$ cat src/rtl/lcd_capture.sv
// LCD stream capture: palette-maps PPU pixels into a small FIFO feeding a framebuffer write port.
// Optional LCD_CAPTURE_STATS_EN adds frame_count / err_count statistics outputs.
module lcd_capture #(
  parameter int FIFO_DEPTH = 8,
  parameter int LINE_W     = 160,
  parameter int LINE_H     = 144
) (
  input  logic        clk,
  input  logic        rst,
  input  logic [7:0]  bgp,
  input  logic        lcd_pixel,
  input  logic [1:0]  lcd_color,
  input  logic        lcd_hsync,
  input  logic        lcd_vsync,
  output logic [14:0] fb_addr,
  output logic [1:0]  fb_data,
  output logic        fb_valid,
  input  logic        fb_ready,
  output logic        frame_start,
  output logic        frame_done,
  output logic        line_err,
  output logic        overflow,
  input  logic        err_clr
`ifdef LCD_CAPTURE_STATS_EN
  ,
  output logic [15:0] frame_count,
  output logic [7:0]  err_count
`endif
);

  localparam int XW = $clog2(LINE_W + 1);
  localparam int YW = $clog2(LINE_H + 1);
  localparam int PW = $clog2(FIFO_DEPTH);
  localparam int CW = PW + 1;
  localparam logic [XW-1:0] X_END = XW'(LINE_W);
  localparam logic [YW-1:0] Y_END = YW'(LINE_H);
  localparam logic [CW-1:0] C_FULL = CW'(FIFO_DEPTH);

  typedef enum logic [1:0] {SYNC, ACTIVE, HBLANK, VBLANK} state_t;

  typedef struct packed {
    logic [14:0] addr;
    logic [1:0]  shade;
  } ent_t;

  state_t        state, state_nx;
  logic          hs_q, vs_q;
  logic [XW-1:0] x;
  logic [YW-1:0] y;
  logic [14:0]   line_base;

  logic hs_rise, hs_fall, vs_rise, vs_fall, accept;
  logic push, err_set, line_next, frame_rst, x_inc, fs_nx, fd_nx;

  assign hs_rise = lcd_hsync & ~hs_q;
  assign hs_fall = ~lcd_hsync & hs_q;
  assign vs_rise = lcd_vsync & ~vs_q;
  assign vs_fall = ~lcd_vsync & vs_q;
  assign accept  = lcd_pixel & ~lcd_hsync & ~lcd_vsync;

  // vsync rise outranks hsync rise; pixels only count inside ACTIVE
  always_comb begin
    state_nx  = state;
    push      = 1'b0;
    err_set   = 1'b0;
    line_next = 1'b0;
    frame_rst = 1'b0;
    x_inc     = 1'b0;
    fs_nx     = 1'b0;
    fd_nx     = 1'b0;
    case (state)
      SYNC, VBLANK: begin
        if (vs_fall) begin
          state_nx  = ACTIVE;
          frame_rst = 1'b1;
          fs_nx     = 1'b1;
        end
      end
      ACTIVE, HBLANK: begin
        if (vs_rise) begin
          if (y != Y_END) err_set = 1'b1;
          fd_nx    = 1'b1;
          state_nx = VBLANK;
        end else if (state == ACTIVE) begin
          if (hs_rise) begin
            if (x != X_END) err_set = 1'b1;
            line_next = 1'b1;
            state_nx  = HBLANK;
          end else if (accept) begin
            if (x < X_END) begin
              x_inc = 1'b1;
              if (y < Y_END) push = 1'b1;
              else           err_set = 1'b1;
            end else begin
              err_set = 1'b1;
            end
          end
        end else if (hs_fall) begin
          state_nx = ACTIVE;
        end
      end
      default: state_nx = SYNC;
    endcase
  end

  // FIFO
  ent_t          mem [FIFO_DEPTH];
  logic [PW-1:0] wr_ptr, rd_ptr;
  logic [CW-1:0] count;
  logic          full, pop, push_ok, ovf_set;
  ent_t          wr_ent;

  assign full     = (count == C_FULL);
  assign fb_valid = (count != '0);
  assign pop      = fb_valid & fb_ready;
  assign push_ok  = push & (~full | pop);
  assign ovf_set  = push & full & ~pop;

  assign wr_ent.addr  = line_base + 15'(x);
  assign wr_ent.shade = bgp[{lcd_color, 1'b0} +: 2];

  assign fb_addr = fb_valid ? mem[rd_ptr].addr  : '0;
  assign fb_data = fb_valid ? mem[rd_ptr].shade : '0;

  always_ff @(posedge clk) begin
    if (push_ok) mem[wr_ptr] <= wr_ent;
  end

  always_ff @(posedge clk) begin
    if (rst) begin
      wr_ptr <= '0;
      rd_ptr <= '0;
      count  <= '0;
    end else begin
      if (push_ok) wr_ptr <= wr_ptr + PW'(1);
      if (pop)     rd_ptr <= rd_ptr + PW'(1);
      count <= count + CW'(push_ok) - CW'(pop);
    end
  end

  always_ff @(posedge clk) begin
    if (rst) begin
      state       <= SYNC;
      hs_q        <= 1'b0;
      vs_q        <= 1'b0;
      x           <= '0;
      y           <= '0;
      line_base   <= '0;
      frame_start <= 1'b0;
      frame_done  <= 1'b0;
      line_err    <= 1'b0;
      overflow    <= 1'b0;
    end else begin
      state       <= state_nx;
      hs_q        <= lcd_hsync;
      vs_q        <= lcd_vsync;
      frame_start <= fs_nx;
      frame_done  <= fd_nx;
      line_err    <= err_set | (line_err & ~err_clr);
      overflow    <= ovf_set | (overflow & ~err_clr);
      if (frame_rst) begin
        x         <= '0;
        y         <= '0;
        line_base <= '0;
      end else if (line_next) begin
        x <= '0;
        // saturate at LINE_H so the address never runs past the frame
        if (y < Y_END) begin
          y         <= y + YW'(1);
          line_base <= line_base + 15'(LINE_W);
        end
      end else if (x_inc) begin
        x <= x + XW'(1);
      end
    end
  end

`ifdef LCD_CAPTURE_STATS_EN
  always_ff @(posedge clk) begin
    if (rst) begin
      frame_count <= '0;
      err_count   <= '0;
    end else begin
      if (fd_nx) frame_count <= frame_count + 16'd1;
      if (err_set && err_count != 8'hFF) err_count <= err_count + 8'd1;
    end
  end
`endif

endmodule
$ cat config.mk
export PLATFORM = sky130hd
export DESIGN_NAME = lcd_capture
export DESIGN_NICKNAME = d
export VERILOG_FILES = /design/src/rtl/lcd_capture.sv
export SDC_FILE = /design/constraint.sdc
export NUM_CORES = 1
export LEC_CHECK = 0
export CORE_MARGIN = 2
export CORE_UTILIZATION = 54
export CTS_CLUSTER_DIAMETER = 40
export DETAILED_ROUTE_END_ITERATION = 8
export PLACE_DENSITY = 0.78
export SLEW_MARGIN = 20
export SYNTH_ARGS = -nofsm -noshare
export SYNTH_HDL_FRONTEND = slang
export SYNTH_SLANG_ARGS = --single-unit
$ cat constraint.sdc
create_clock -name clk -period 3.7 [get_ports clk]
set_clock_uncertainty 0.15 [all_clocks]
set_input_delay 0.37 -clock clk [delete_from_list [all_inputs] [get_ports clk]]
set_output_delay 0.37 -clock clk [all_outputs]
set_load 0.1 [all_outputs]
==> impl_metrics.json, run 1 <==
{
  "min_path_type": "reg2reg",
  "die_h_um": 124,
  "syn_nets": 555,
  "rsz0062_at_grt": "no",
  "dp.cells": 733,
  "io-pin-count": 39,
  "core_area_sq_um": 14000,
  "remaining_drc_errors": 0,
  "drt-total-wl_mm": 15.5,
  "clock-root-buffer": "clkbuf_16",
  "async_flop_share_pct": 0,
  "slew_headroom_pct": 34.7,
  "syn_to_final_growth_pct": 17.0,
  "drt_iter0_drc": 394,
  "clock-sinks": 183,
  "cp_top_family": "adder cells",
  "cts_setup_buffers": 0,
  "cts_tree": "yes",
  "cts_buffer_depth": 2,
  "ys_seq_area_share_pct": 64.6,
  "yosysWarnings": 0,
  "numCtsBuffers": 17,
  "finalSetupTns_ps": 0,
  "holdBufCountCts": 0,
  "start_kind": "register",
  "dr.pass1.iters": 5,
  "synth-adder-area-share_pct": 3.41,
  "antenna_found_initial": 0,
  "postCtsResizedCells": 0,
  "final.period_utilization_pct": 83.8,
  "synth.area.top_cells": "edfxtp_1 52%, dfxtp_1 12%, mux4_2 10%, ha_1 2.9%, mux2i_1 2.2%",
  "htreeDepth": 4,
  "path_max_fanout": 7,
  "cpMostUsedCell": "inv_1",
  "worst_slew_pin_slew_ps": 976,
  "via_per_inst": 5.88,
  "vdd_drop_max_v": 0.000427,
  "synthCells": 518,
  "ys_types": 52,
  "antenna_left": 0,
  "synth.area.mux_share_pct": 12.7,
  "place.gp.congestion": 0.832,
  "status": "finished clean",
  "hpwlAfterDp_mm": 9.28,
  "vias": 4502,
  "cp.arrival_ps": 3270,
  "synth_ff_type": "edfxtp_1",
  "ys_ff_latch": 183,
  "initial_core_util_pct": 55.6,
  "final_cell_mix": "136 x edfxtp_1, 46 x dfxtp_1, 40 x nor2_1, 36 x mux4_2, 34 x buf_4",
  "final_common_cell": "edfxtp_1",
  "overflow": 0,
  "synth_edf_count": 136,
  "critPathRequiredTime_ps": 3870,
  "placementRows": 43,
  "die_w_um": 124,
  "finalHoldViolations": 0,
  "setup_viol": 0,
  "layout.nets": 609,
  "yosysTopAreaCellShare_pct": 52.5,
  "clk_latency_ps": 430,
  "drive_gt1_share_pct": 20.5,
  "path_buf_inv": 4,
  "synth_area_sq_um": 7780,
  "grt_usage_pct": 22.0,
  "path_cells": "inv_1 -> ha_1 -> and2b_1 -> nand4b_4 -> nor3_1 -> inv_1 -> ha_1 -> inv_1 -> ha_1 -> inv_1 -> fa_1 -> xor2_1 -> nor2_1",
  "cp_slowest_cell": "fa_1",
  "power-per-cell-area_nw_per_um2": 733,
  "wire_per_inst_um": 20.2,
  "grt_pass1_wl_mm": 24.6,
  "diodes": 0,
  "grt_pass1_vias": 4601,
  "syn_area_per_cell_sq_um": 15.0,
  "max_cap_violations": 0,
  "grt_max_degree": 35,
  "p_leak_nw": 3.00,
  "yosys.area.top_type": "edfxtp_1",
  "synthSimpleGateAreaFrac_pct": 9.53,
  "end_kind": "register",
  "io_buffer_count": 38,
  "synth_compound_area_share_pct": 5.84,
  "die_area_sq_um": 15400,
  "drv_slew": 0,
  "layout.cells.non_filler": 765,
  "synth_top_family_by_area": "multiplexers",
  "period_needed_ps": 3100,
  "crit_type": "reg2reg",
  "cts.reportedPaths.clkPinSlew_ps": 70,
  "cp_slowest_stage_delay_ps": 390,
  "timing.fmax_mhz": 323,
  "synthXorXnorAreaFrac_pct": 1.69
}
[flip-flops by register name, summed over array words and instances, names as in the netlist, named ones only]
name	count
frame_start	1
x	8
vs_q	1
line_base	10
wr_ptr	3
y	8
count	4
frame_done	1
rd_ptr	3
state	2
hs_q	1
overflow	1
mem	136
line_err	1
[routing by layer]
metal,track usage (%),wire length [um],up-vias
met4,8.36,309,0
li1,-,-,2108
met5,0,0,-
met1,27.3,6250,2261
met3,3.62,645,21
met2,38.7,8250,112
[Yosys cell counts, drive strengths merged (2+ instances only)]
master  number
edfxtp     136
xor2         7
mux4        36
nor3         8
o31ai       12
dfxtp       47
mux2i       17
clkbuf      10
nand2b      10
or2          2
nor2b        8
buf         10
or3          9
inv         22
nand4b       2
nor4         4
xnor2        8
nand4        7
ha          18
and2         2
fa           2
o21ai       13
a21oi       29
nand2       16
a31oi        5
a21o         2
or4          9
o211ai       2
a31o         4
nand3        6
nor2        40
[final timing paths]
check | from | to | slack, ps | depth (start not counted)
setup reg to reg | state[0] | count[2] | 600 | 13
hold reg to reg | overflow | overflow | 340 | 2
hold / removal | overflow | overflow | 340 | 2
setup / recovery | state[0] | count[2] | 600 | 13
[final cells by class]
type / count / area, sq um
Clock buffer: 17 / 425
Clock inverter: 15 / 249
Fill cell: 969 / 4880
Inverter: 22 / 82.6
Multi-Input combinational cell: 293 / 2620
Sequential cell: 183 / 5030
Tap cell: 180 / 225
Timing Repair Buffer: 55 / 475
[worst min-delay path: stages (launching register included)]
cell	delay (ps)
dfxtp_1	310
nand2b_1	70
a21oi_1	60
[where the power goes]
group / switching, W / total (W) / leakage (nW) / internal (W)
Combinational: 0.00165 / 0.00232 / 1.04 / 0.000667
Sequential: 0.0000715 / 0.00232 / 1.63 / 0.00224
Clock: 0.000772 / 0.00204 / 0.326 / 0.00127
[cells by family (layout without fill, tap and decap cells)]
group                    count (synthesis)  count (layout)
flip-flops                             183             183
AND/OR/NAND/NOR                        132             132
AO/OA/AOI/OAI                           72              72
multiplexers                            54              54
buffers and inverters                   42             109
adder cells (fa/ha/maj)                 20              20
XOR/XNOR                                15              15
[stage by stage]
stage	total power [W]	setup slack, ps	area (sq um)	hold WS, ps	utilization, %
finish	0.00667	601	9100	338	65.1
floorplan	0.00421	294	7790	309	-
global route	0.00690	418	9100	366	65.1
CTS	0.00672	605	9100	336	65.1
global placement	0.00465	447	8430	321	60.3
detailed placement	0.00469	336	8430	324	60.3
Power figures use the tool's default switching activity.
==> inputs of run 2 (changes only) <==
==> constraint.sdc (replaced) <==
create_clock -name clk -period 2.65 [get_ports clk]
set_clock_uncertainty 0.15 [all_clocks]
set_input_delay 0.265 -clock clk [delete_from_list [all_inputs] [get_ports clk]]
set_output_delay 0.265 -clock clk [all_outputs]
set_load 0.1 [all_outputs]
==> impl_metrics.json, run 2 (synthesis gave the netlist of run 1 again) <==
{
  "min_from": "overflow",
  "via_per_inst": 5.79,
  "vias": 4510,
  "slew_headroom_pct": 53.8,
  "die_h_um": 124,
  "htreeDepth": 4,
  "placementRows": 43,
  "routed.top_layer": "met4",
  "grt_pass1_wl_mm": 23.5,
  "setup_viol": 0,
  "largest_registers": "mem: 136 flops, line_base: 10 flops",
  "postLayoutCellArea_sq_um": 9540,
  "p_leak_nw": 3.12,
  "power-per-cell-area_nw_per_um2": 1010,
  "critPathRequiredTime_ps": 2810,
  "grt_usage_pct": 20.9,
  "hpwlAfterDp_mm": 9.36,
  "numCtsBuffers": 17,
  "cp-startpoint": "state[0]",
  "wire_per_inst_um": 18.6,
  "finalSetupTns_ps": 0,
  "core_area_sq_um": 14000,
  "end_kind": "register",
  "drv_slew": 0,
  "antenna_found_initial": 0,
  "dr.pass1.iters": 5,
  "layout.nets": 623,
  "io_buffer_count": 38,
  "vdd_drop_max_v": 0.000612,
  "worst_slew_pin_slew_ps": 691,
  "place.gp.congestion": 0.833,
  "cts_tree": "yes",
  "reg2reg_from": "state[0]",
  "grt_max_degree": 35,
  "overflow": 0,
  "status": "finished clean",
  "crit_type": "reg2reg",
  "die_w_um": 124,
  "diodes": 0,
  "clock-sinks": 183,
  "drt_iter0_drc": 345,
  "drt-total-wl_mm": 14.5,
  "start_kind": "register",
  "antenna_left": 0,
  "cts.reportedPaths.clkPinSlew_ps": 60,
  "final.period_utilization_pct": 95.7,
  "finalHoldViolations": 0,
  "cp.arrival_ps": 2700,
  "routed-wl-met3_um": 554,
  "remaining_drc_errors": 0,
  "max_cap_violations": 0,
  "final_cell_mix": "136 x edfxtp_1, 44 x dfxtp_1, 36 x mux4_2, 28 x a21oi_1, 27 x buf_12",
  "path_max_fanout": 3,
  "holdBufCountCts": 0,
  "final_common_cell": "edfxtp_1",
  "wl_met1_mm": 5.96,
  "clock-root-buffer": "clkbuf_16",
  "die_area_sq_um": 15400,
  "cts_buffer_depth": 2,
  "largest_reg_flops": 136,
  "period_needed_ps": 2530,
  "initial_core_util_pct": 55.6,
  "grt_pass1_vias": 4644,
  "min_path_type": "reg2reg",
  "syn_to_final_growth_pct": 22.6,
  "met2_length_mm": 7.84,
  "top_register": "mem",
  "clk_latency_ps": 430,
  "drive_gt1_share_pct": 28.5,
  "timing.fmax_mhz": 394,
  "place_area_sq_um": 8970,
  "rsz0062_at_grt": "no",
  "io-pin-count": 39
}
==> run 2: changes by cell type in the layout (fill, tap and decap cells not counted), sizes merged <==
| cell | before | now |
|---|---|---|
| clkbuf | 17 | 18 |
| inv | 25 | 22 |
| clkinvlp | 1 | 2 |
| buf | 35 | 53 |
| clkdlybuf4s50 | 20 | 16 |
| clkinv | 5 | 10 |
| bufinv | 6 | 2 |
==> run 2: final cells by class <==
| type | count | area, sq um |
|---|---|---|
| Multi-Input combinational cell | 293 | 2750 |
| Inverter | 22 | 86.3 |
| Sequential cell | 183 | 5030 |
| Tap cell | 180 | 225 |
| Fill cell | 928 | 4440 |
| Clock buffer | 18 | 429 |
| Timing Repair Buffer | 69 | 896 |
| Clock inverter | 14 | 134 |
==> run 2: worst max-delay path, cell delays in order, from the launching register on <==
cell	delay, ps
dfxtp_1	330
inv_1	80
ha_4	240
and2b_2	240
nand4b_4	120
nor3_4	150
inv_2	80
ha_4	230
inv_2	60
ha_4	130
inv_2	40
fa_2	340
xor2_1	170
nor2_1	60
==> run 2: path summary, 6_finish.rpt <==
check	to	slack, ps	depth (start not counted)
min reg2reg	overflow	350	2
max	count[2]	120	13
min	overflow	350	2
max reg2reg	count[2]	120	13
==> run 2: power by group <==
| part | switching [W] | internal (W) |
|---|---|---|
| Clock | 0.00101 | 0.00138 |
| Combinational | 0.00252 | 0.00154 |
| Sequential | 0.0000635 | 0.00314 |
| Total | 0.00360 | 0.00605 |
==> run 2: routing by layer <==
metal	up-vias	track usage (%)
met1	2271	25.9
li1	2141	-
met3	13	4.12
met2	85	36.4
met4	0	7.58
met5	-	0
==> run 2: timing repair <==
action                                  in CTS  in global routing
setup buffers                                0                  0
resized for setup                            0                  1
endpoints found under the setup margin       0                 54
hold endpoints to repair                     0                  0
==> run 2: through the flow <==
step	worst slack, ps	power [W]	hold WS [ps]	std cells	utilization [%]
6_report	115	0.00965	346	779	68.2
3_5_place_dp	-232	0.00735	329	747	64.1
3_3_place_gp	-167	0.00727	319	747	64.1
2_1_floorplan	-180	0.00608	243	518	-
5_1_grt	9.28	0.0100	361	779	68.2
4_1_cts	4.98	0.00973	343	779	68.1
==> inputs of run 3 (changes only) <==
--- a/config.mk
+++ b/config.mk
@@ -5,8 +5,10 @@
 export SDC_FILE = /design/constraint.sdc
 export NUM_CORES = 1
 export LEC_CHECK = 0
+export CELL_PAD_IN_SITES_DETAIL_PLACEMENT = 1
+export CELL_PAD_IN_SITES_GLOBAL_PLACEMENT = 1
 export CORE_MARGIN = 2
-export CORE_UTILIZATION = 54
+export CORE_UTILIZATION = 46
 export CTS_CLUSTER_DIAMETER = 40
 export DETAILED_ROUTE_END_ITERATION = 8
 export PLACE_DENSITY = 0.78
==> impl_metrics.json, run 3 (synthesis gave the netlist of run 1 again) <==
{
  "syn_to_final_growth_pct": 24.8,
  "drive_gt1_share_pct": 30.8,
  "setup_viol": 0,
  "wire_per_inst_um": 21.5,
  "die_area_sq_um": 18000,
  "antenna_found_initial": 0,
  "path_max_fanout": 2,
  "place.gp.congestion": 0.856,
  "min_path_type": "reg2reg",
  "worst_slew_pin_slew_ps": 659,
  "dr.pass1.iters": 4,
  "antenna_left": 0,
  "cts.reportedPaths.clkPinSlew_ps": 70,
  "remaining_drc_errors": 0,
  "grt_pass1_wl_mm": 28.6,
  "status": "finished clean",
  "slew_headroom_pct": 55.9,
  "largest_reg_flops": 136,
  "placementRows": 47,
  "cts_tree": "yes",
  "die_h_um": 134,
  "end_kind": "register",
  "max_cap_violations": 0,
  "clk_latency_ps": 430,
  "io-pin-count": 39,
  "p_leak_nw": 3.18,
  "io_buffer_count": 38,
  "final.period_utilization_pct": 96.9,
  "overflow": 0,
  "period_needed_ps": 2570,
  "crit_type": "reg2reg",
  "core_area_sq_um": 16600,
  "finalPower_w": 0.00999,
  "start_kind": "register",
  "grt_max_degree": 35,
  "via_per_inst": 5.71,
  "critPathRequiredTime_ps": 2820,
  "initial_core_util_pct": 46.9,
  "die_w_um": 134,
  "grt_pass1_vias": 5245,
  "grt_usage_pct": 21.0,
  "holdBufCountCts": 0,
  "pre_cts_slack_ps": -241,
  "drt-total-wl_mm": 17.7,
  "layout.nets": 628,
  "clock-root-buffer": "clkbuf_16",
  "numCtsBuffers": 17,
  "power-per-cell-area_nw_per_um2": 1030,
  "clock-sinks": 183,
  "finalHoldViolations": 0,
  "diodes": 0,
  "vias": 4701,
  "timing.fmax_mhz": 389,
  "largest_registers": "mem: 136 flops, line_base: 10 flops",
  "final_common_cell": "edfxtp_1",
  "final_cell_mix": "136 x edfxtp_1, 42 x dfxtp_1, 36 x mux4_2, 30 x buf_4, 28 x a21oi_1",
  "htreeDepth": 4,
  "vdd_drop_max_v": 0.00113,
  "cp.arrival_ps": 2740,
  "cts_buffer_depth": 2,
  "drv_slew": 0,
  "top_register": "mem",
  "drt_iter0_drc": 305,
  "fin_ws_ps": 81.4,
  "hpwlAfterDp_mm": 11.6,
  "finalSetupTns_ps": 0
}
==> run 3: cell count changes in the layout (fill, tap and decap cells not counted), moves of 2 or more <==
cell	previous run	this run
buf_4	26	30
clkinv_1	3	0
clkinv_2	4	1
inv_8	0	3
dfxtp_1	44	42
dfxtp_2	3	5
==> run 3: area by class of cell <==
cell class	count	area, sq um
clock inverters	14	166
repair buffers	74	951
well taps	220	275
fillers	1557	6870
clock buffers	17	425
inverters	22	86.3
flip-flops and latches	183	5030
multi-input cells	293	2780
==> run 3: critical path: stages (launching register included) <==
cell      delay (ps)
dfxtp_2          340
inv_2             50
ha_4             230
and2b_2          240
nand4b_4         130
nor3_4           240
inv_2             80
ha_4             210
inv_2             60
ha_4             130
inv_2             40
fa_2             520
nor2_1            30
==> run 3: worst paths after layout <==
kind	startpoint	end	slack [ps]	cells past startpoint
worst max-delay path	state[0]	count[1]	80	12
worst min-delay path	line_base[14]	line_base[14]	340	2
worst min register to register	line_base[14]	line_base[14]	340	2
worst max register to register	state[0]	count[1]	80	12
==> run 3: power by group <==
part           internal (W)  switching, W  leakage, nW  total, W
clock network       0.00141       0.00113        0.286   0.00255
registers           0.00314     0.0000850         1.63   0.00322
logic               0.00161       0.00261         1.26   0.00422
total               0.00616       0.00383         3.18   0.00999
==> run 3: layer usage <==
metal / routed length, um / part of all wire, % / vias to the layer above / global-route usage, %
met2: 9480 / 54 / 76 / 37.9
li1: - / - / 2147 / -
met1: 7220 / 41 / 2440 / 25.3
met4: 454 / 2.6 / 0 / 7.84
met5: 0 / 0 / - / 0
met3: 509 / 2.9 / 38 / 3.74
==> run 3: timing repair <==
item                       in CTS  in global routing
setup endpoints to repair       3                 90
pin swaps                       1                  2
gates cloned                    0                  1
resized for setup               1                  8
buffers inserted                0                  3
==> run 3: metrics by stage <==
stage                     instance area, sq um  instances  util, %  hold slack (ps)
after global routing                      9710        823     58.6              379
after floorplan                           7950        518        -              243
after CTS                                 9620        819     58.0              346
after global placement                    9030        788     54.4              311
after detailed placement                  9030        788     54.4              335
final                                     9710        823     58.6              345
==> patch (flow settings as in run 3) <==
Set the parameter `FIFO_DEPTH` to 32 (it was 8).
--- a/src/rtl/lcd_capture.sv
+++ b/src/rtl/lcd_capture.sv
@@ -2,5 +2,5 @@
 // Optional LCD_CAPTURE_STATS_EN adds frame_count / err_count statistics outputs.
 module lcd_capture #(
-  parameter int FIFO_DEPTH = 8,
+  parameter int FIFO_DEPTH = 32,
   parameter int LINE_W     = 160,
   parameter int LINE_H     = 144
Formal check against the unedited RTL: no difference found for any inputs over 4 cycles, from zero or initial values and one cycle with rst high; that may be too few to reach the edited logic, so the function may still have changed.
==> patch against run 3 <==
- the run now ends with negative setup slack left
- combinational power increased by 58%
- wire length grew to 4.0 times the old value
- sequential cell count up 416
- area after synthesis grew to 3.0 times the old value
- maximum frequency fell by 23%
- final area grew to 3.1 times the old value
- clock power grew to 4.4 times the old value
- total power grew to 2.8 times the old value
- setup slack got worse by 0.75 ns
- critical endpoint is now fb_addr[10]
==> patch: results (changes against run 3) <==
| Metric | Value |
|---|---|
| Status | complete, but fails checks |
| Failing checks | negative setup slack |
| Max Root-Sink Buffers | 3 (+1) |
| Filler instances | 4338 (+180%) |
| CP endpoint | fb_addr[10] |
| Number of global-route vias before repair | 14270 (+170%) |
| Slowest CP cell | mux4_2 |
| Dpl cells | 1972 (+150%) |
| Final setup violating endpoints | 17 (+17) |
| Worst R2R Path Depth | 9 (-3) |
| Xor/xnor cell area share of the yosys netlist | 0.01297 (-0.003908) |
| Total power | 28370 uW (+180%) |
| Mux contribution to synthesized area | 0.1557 (+0.02827) |
| Num CTS Buffers | 82 (+65) |
| Worst Hold Margin | 0.2032 ns (-0.1414 ns) |
| RePlAce Congestion | 0.7815 (-8.7%) |
| Worst setup margin | -0.6658 ns (-0.7472 ns) |
| Initial drt markers | 1393 (+360%) |
| Top delay family on crit path | multiplexers |
| Worst min path class | primary input to flip-flop |
| Mapped Nets | 1233 (+120%) |
| Post-synthesis sequential area ratio | 0.7377 (+0.09219) |
| Via density | 6.071 (+6.3%) |
| Post_cts resized | 40 (+39) |
| Synth Area in Adders | 0.01387 (-0.02021) |
| Post-Syn Area per Cell | 19.84 sq um (+32%) |
| Synth cell types | 58 (+12%) |
| Peak supply drop | 573.0 uV (-49%) |
| Area of the multi-input gates | 6511 sq um (+130%) |
| DRT Pass-1 Iters | 5 (+1) |
| Largest net degree at the start of global routing | 36 (+2.9%) |
| Crit-path max cell delay | 0.57 ns (+0.05 ns) |
| Total GRT Usage | 0.2688 (+0.05842) |
| Worst Path Max Fanout | 5 (+3) |
| Hold path startpoint | err_clr |
| Synth top cells by count | edfxtp_1, mux4_2, nor2_1, dfxtp_1, inv_1 |
| Post-synth EDFFs | 544 (+300%) |
[patch: cell types whose count changed after synthesis, sizes merged, moves of 12 or more]
cell | run 3 | this run
nand2 | 16 | 28
mux4 | 36 | 155
a221oi | 0 | 17
inv | 22 | 39
edfxtp | 136 | 544
o221ai | 0 | 17
a21oi | 29 | 16
nor2 | 40 | 80
buf | 10 | 26
o31ai | 12 | 0
clkbuf | 10 | 33
[patch: area by class of cell]
| class | instances | share of cell area |
|---|---|---|
| Sequential cell | 599 | 0.5712 |
| Inverter | 39 | 0.005322 |
| Clock inverter | 66 | 0.02219 |
| Timing Repair Buffer | 193 | 0.09056 |
| Tap cell | 680 | 0.02784 |
| Clock buffer | 87 | 0.06984 |
| Multi-Input combinational cell | 494 | 0.2130 |
[patch: routing by layer]
layer / share of wire / GRT usage / vias to the layer above
met4: 0.042 / 0.1139 / 0
met3: 0.077 / 0.05669 / 170
li1: - / - / 5307
met5: 0 / 0 / -
met2: 0.51 / 0.4506 / 643
met1: 0.37 / 0.3416 / 6982
